[src/rtl/mem_arbiter.sv]
// mem_arbiter: arbitrates a datapath's instruction-fetch and data ports onto
// one single-port RAM. Data accesses have fixed priority over fetches.
// Each access runs IDLE -> ACC -> HIT -> IDLE. RAM strobes, address and
// store data are driven only from registers latched when the access starts.
// Optional feature: define MEM_ARBITER_WATCHDOG_EN to add a watchdog. It ends
// an access that sees no ram_ready for WD_LIMIT cycles with load data
// 32'hBAD1BAD1 and sets a sticky mem_err.
module mem_arbiter #(
    parameter logic [7:0] WD_LIMIT = 8'd255
) (
    input  logic        CLK,
    input  logic        nRST,
    input  logic        imemREN,
    input  logic [31:0] imemaddr,
    output logic [31:0] imemload,
    output logic        ihit,
    input  logic        dmemREN,
    input  logic        dmemWEN,
    input  logic [31:0] dmemaddr,
    input  logic [31:0] dmemstore,
    output logic [31:0] dmemload,
    output logic        dhit,
    input  logic        halt,
    output logic        ramREN,
    output logic        ramWEN,
    output logic [31:0] ramaddr,
    output logic [31:0] ramstore,
    input  logic [31:0] ramload,
    input  logic        ram_ready,
    output logic        mem_err
);

    typedef enum logic [2:0] {IDLE, DACC, IACC, DHIT, IHIT} state_t;

    localparam logic [31:0] WD_LOAD   = 32'hBAD1_BAD1;
    localparam logic [31:0] WORD_MASK = 32'hFFFF_FFFC;

    state_t      r_state;
    logic        r_ihit, r_dhit;
    logic        r_ramREN, r_ramWEN;
    logic [31:0] r_ramaddr, r_ramstore;
    logic [31:0] r_imemload, r_dmemload;
    logic        w_in_acc;
    logic        w_wd_fire;

    assign w_in_acc = (r_state == DACC) || (r_state == IACC);

`ifdef MEM_ARBITER_WATCHDOG_EN
    logic [7:0] r_wd_cnt;
    logic       r_mem_err;

    // The watchdog fires on the access cycle that would make the stall count reach WD_LIMIT.
    assign w_wd_fire = w_in_acc && !ram_ready && (r_wd_cnt == WD_LIMIT - 8'd1);

    // Count stalled access cycles; the count is zero whenever an access state is entered.
    always_ff @(posedge CLK or negedge nRST) begin
        if (!nRST) begin
            r_wd_cnt <= 8'd0;
        end else if (w_in_acc && !ram_ready) begin
            r_wd_cnt <= r_wd_cnt + 8'd1;
        end else begin
            r_wd_cnt <= 8'd0;
        end
    end

    // Sticky error flag: once the watchdog fires, only reset clears it.
    always_ff @(posedge CLK or negedge nRST) begin
        if (!nRST) begin
            r_mem_err <= 1'b0;
        end else if (w_wd_fire) begin
            r_mem_err <= 1'b1;
        end
    end

    assign mem_err = r_mem_err;
`else
    assign w_wd_fire = 1'b0;
    assign mem_err   = 1'b0;
`endif

    // Arbitration FSM; every output is registered and updated on state transitions.
    always_ff @(posedge CLK or negedge nRST) begin
        if (!nRST) begin
            // NOTE: sequential state uses non-blocking assignments so every register samples pre-edge values.
            r_state    <= IDLE;
            r_ihit     <= 1'b0;
            r_dhit     <= 1'b0;
            r_ramREN   <= 1'b0;
            r_ramWEN   <= 1'b0;
            r_ramaddr  <= 32'd0;
            r_ramstore <= 32'd0;
            r_imemload <= 32'd0;
            r_dmemload <= 32'd0;
        end else begin
            case (r_state)
                IDLE: begin
                    if ((dmemWEN || dmemREN) && !halt) begin
                        // A simultaneous read and write request is treated as a write.
                        r_state    <= DACC;
                        r_ramaddr  <= dmemaddr & WORD_MASK;
                        r_ramstore <= dmemstore;
                        r_ramWEN   <= dmemWEN;
                        r_ramREN   <= !dmemWEN;
                    end else if (imemREN && !halt) begin
                        r_state   <= IACC;
                        r_ramaddr <= imemaddr & WORD_MASK;
                        r_ramWEN  <= 1'b0;
                        r_ramREN  <= 1'b1;
                    end
                end
                DACC: begin
                    if (ram_ready || w_wd_fire) begin
                        r_state  <= DHIT;
                        r_dhit   <= 1'b1;
                        r_ramREN <= 1'b0;
                        r_ramWEN <= 1'b0;
                        if (!ram_ready) begin
                            r_dmemload <= WD_LOAD;
                        end else if (r_ramREN) begin
                            r_dmemload <= ramload;
                        end
                    end
                end
                IACC: begin
                    if (ram_ready || w_wd_fire) begin
                        r_state    <= IHIT;
                        r_ihit     <= 1'b1;
                        r_ramREN   <= 1'b0;
                        r_ramWEN   <= 1'b0;
                        r_imemload <= ram_ready ? ramload : WD_LOAD;
                    end
                end
                DHIT: begin
                    r_state <= IDLE;
                    r_dhit  <= 1'b0;
                end
                IHIT: begin
                    r_state <= IDLE;
                    r_ihit  <= 1'b0;
                end
                default: begin
                    r_state <= IDLE;
                end
            endcase
        end
    end

    assign ihit     = r_ihit;
    assign dhit     = r_dhit;
    assign ramREN   = r_ramREN;
    assign ramWEN   = r_ramWEN;
    assign ramaddr  = r_ramaddr;
    assign ramstore = r_ramstore;
    assign imemload = r_imemload;
    assign dmemload = r_dmemload;

endmodule

[config.mk]
export PLATFORM = sky130hd
export DESIGN_NAME = mem_arbiter
export DESIGN_NICKNAME = d
export VERILOG_FILES = /design/src/rtl/mem_arbiter.sv
export SDC_FILE = /design/constraint.sdc
export NUM_CORES = 1
export LEC_CHECK = 0
export BUFFER_PORTS_ARGS = -buffer_cell sky130_fd_sc_hd__buf_4
export CAP_MARGIN = 25
export CORE_MARGIN = 1
export CORE_UTILIZATION = 40
export DETAILED_ROUTE_END_ITERATION = 10
export PLACE_DENSITY = 0.73
export SLEW_MARGIN = 20
export SYNTH_ARGS = -nofsm -noshare
export SYNTH_HDL_FRONTEND = slang
export SYNTH_SLANG_ARGS = --single-unit
[constraint.sdc]
create_clock -name CLK -period 1.9 [get_ports CLK]
set_input_delay 0.285 -clock CLK [delete_from_list [all_inputs] [get_ports CLK]]
set_output_delay 0.285 -clock CLK [all_outputs]
set_load 0.01 [all_outputs]
==> run metrics <==
status=finished, final reports clean; number of synthesized flops with an enable pin=0; P per Cell Area=1694 nW/um2; final WL=13620 um; final setup fails=0; Crit. End Element=flip-flop; Worst VDD drop=between 800 and 900 uV; Antenna Cells=0; leakage power=4.056 nW; clk_lat worst skew=0.40 ns; Yosys cell types=33; Critical path buffers and inverters=1; top-count cell post-synth=dfrtp_1; DRC violations left=0; I/O Buffers=260; R2R depth=4; GRT Total Usage=between 10% and 20%; Fillers=1045; Avg Cell Area, Syn=16.31 um2; depth of the CTS H-tree=4; synth cell count leaders=dfrtp_1 (133), mux2_2 (126), mux2_4 (29); Levels on crit path=4; Max-Cap Viols=0; GR Overflow Total=0; max frequency=between 0.5 and 0.6 GHz; Row Count=42; synth warn=0; initial core utilization=41.66%; Max FO, Critical Path=30; Pwr Total=14.23 mW; global-route wire length before repair=21850 um; Seq cells post-synth=about 130; non-filler instance count after layout=between 800 and 900; die area=between 10000 and 15000 um2; TNS Setup=0 ns; final worst clock skew=0.005216 ns; dominant cells by area after synthesis=dfrtp_1 (59%), mux2_2 (25%), mux2_4 (7.7%); CTS root buf=clkbuf_16; chip height=120.6 um; Routed WL per cell=16.88 um; Mapped Cells=345; cell family with the largest share of critical-path delay=simple AND/OR/NAND/NOR gates; CP peak stage delay=0.60 ns; startpoint types=flip-flop; relative slew slack=between 60% and 70%; hold slack=0.1070 ns; core area=about 14000 um2; drt first pass iters=4; Reg clk slew, reported paths=0.06 ns; max-slew violations=0; Synth Cell Area=around 5600 um2; Most used DFF post-synth=dfrtp_1; crit path DAT=2.10 ns; share of the synthesized area in the top cell type=59.15%; Post-DP HPWL=10010 um; Post-DP Area=7809 um2; Seq/Total Area, Yosys=around 59%; CTS tree=done; vias post-DR=3938; Yosys top cell by area=dfrtp_1; die width=between 100 and 150 um; Worst EP required=~2.2 ns; Final period util=95.65%; Async SR Flop Fraction=100.0%; CP max-delay cell=or4_4; vias per cell=4.880; pin count of the biggest net entering global routing=67; RSZ-0062 raised after global routing=false; CTS Buf Count=17; Least-Margin Pin Slew=between 0.5 and 0.6 ns; worst-case clock buffer depth=2; Hold Path Class=input port to flip-flop; cell area after layout=8399 um2; gpl congestion=~0.8; Layout area overhead=49.28%; Starting DRT DRC Count=139; vias in the first global route=4333; DRT antenna net count=0; I/O Pins=268; Final Hold Fails=0; Worst Setup Path Type=flip-flop to flip-flop; Final nets=753; Sink Count=~130; Inst Count DP=774; layout cells sized above 1=73.06%; ordered list of cells on the worst path=or4_4 -> nor2_4 -> buf_12 -> mux2_2; Min-Delay Path Depth=2; Period minus WS final=1.817 ns; initial antenna violation count=0
[sequential cells by signal, summed over array words and instances, names as in the netlist]
signal	flops
dhit	1
dmemload	32
ihit	1
imemload	32
r_state	3
ramREN	1
ramWEN	1
ramaddr	30
ramstore	32
[worst register-to-register path: cells and delay by family, from the launching register on]
kind | cells | cell delay [ns]
buffers and inverters | 1 | 0.20
AND/OR/NAND/NOR | 2 | 0.75
multiplexers | 1 | 0.37
flip-flops | 1 | 0.38
[cell type report]
cell class / instances / area, um2 / share of cell area, %
flip-flops and latches: 133 / 3328 / 39.62
repair buffers: 274 / 2147 / 25.56
multi-input cells: 190 / 2116 / 25.19
clock buffers: 25 / 485.5 / 5.780
well taps: 176 / 220.2 / 2.622
clock inverters: 7 / 95.09 / 1.132
inverters: 2 / 7.507 / 0.08938
[report_power, final]
| part | switching (mW) | internal, mW | leakage, nW |
|---|---|---|---|
| Combinational | 2.31 | 3.60 | 2.17 |
| Sequential | 0.833 | 4.29 | 1.60 |
| Clock | 1.16 | 2.04 | 0.282 |
[cell families after synthesis]
kind of cell / share of synthesized area, %
simple gates: 1.757
compound gates: 2.313
buf+inv: 3.558
flops: 59.15
mux: 33.16
other cells: 0.06665
[stage by stage]
step	utilization, %	worst slack, ns
finish	62.19	0.08257
global route	62.19	0.02885
CTS	62.19	0.06747
detailed placement	57.82	0.07845
global placement	57.82	0.1182
floorplan	-	0.06721
[layout by cell type (no fill, tap or decap), types with 2 or more instances in the layout]
cell type,synthesis,final
nor2b_1,2,2
o21ai_0,5,5
buf_12,3,7
clkbuf_16,0,17
inv_1,2,2
clkinv_2,0,2
dfrtp_1,133,133
nand2_1,2,2
bufinv_16,0,2
nor2_1,2,2
mux2_4,29,29
clkbuf_8,0,3
a21oi_1,2,2
conb_1,1,3
buf_4,7,266
mux2_2,126,126
nor3_1,2,2
clkbuf_1,4,5
[routing by layer]
layer / global-route usage [%] / wire length, um
met2: 34.34 / 7194
met1: 21.14 / 4965
met4: 7.485 / 197
met5: 0 / 0
met3: 7.736 / 1265
[worst paths after layout]
| path | to | slack (ns) | startpoint |
|---|---|---|---|
| worst max-delay path | ramaddr[26]$_DFFE_PN0P_ | 0.08 | r_state[2]$_DFFE_PN0P_ |
| worst max register to register | ramaddr[26]$_DFFE_PN0P_ | 0.08 | r_state[2]$_DFFE_PN0P_ |
| worst min-delay path | ramstore[11]$_DFFE_PN0P_ | 0.11 | dmemstore[11] |
| max in group asynchronous | imemload[2]$_DFFE_PN0P_ | 0.92 | nRST |
| min in group asynchronous | dmemload[19]$_DFFE_PN0P_ | 0.33 | nRST |
| worst min register to register | dmemload[7]$_DFFE_PN0P_ | 0.50 | dmemload[7]$_DFFE_PN0P_ |
[timing repair]
action | 4_1_cts | 5_1_grt
resized for setup | 0 | 0
hold buffers | 1 | 0
setup buffers | 0 | 0
hold endpoints to repair | 22 | 0
Note: power is estimated with default switching activity, not from simulation.
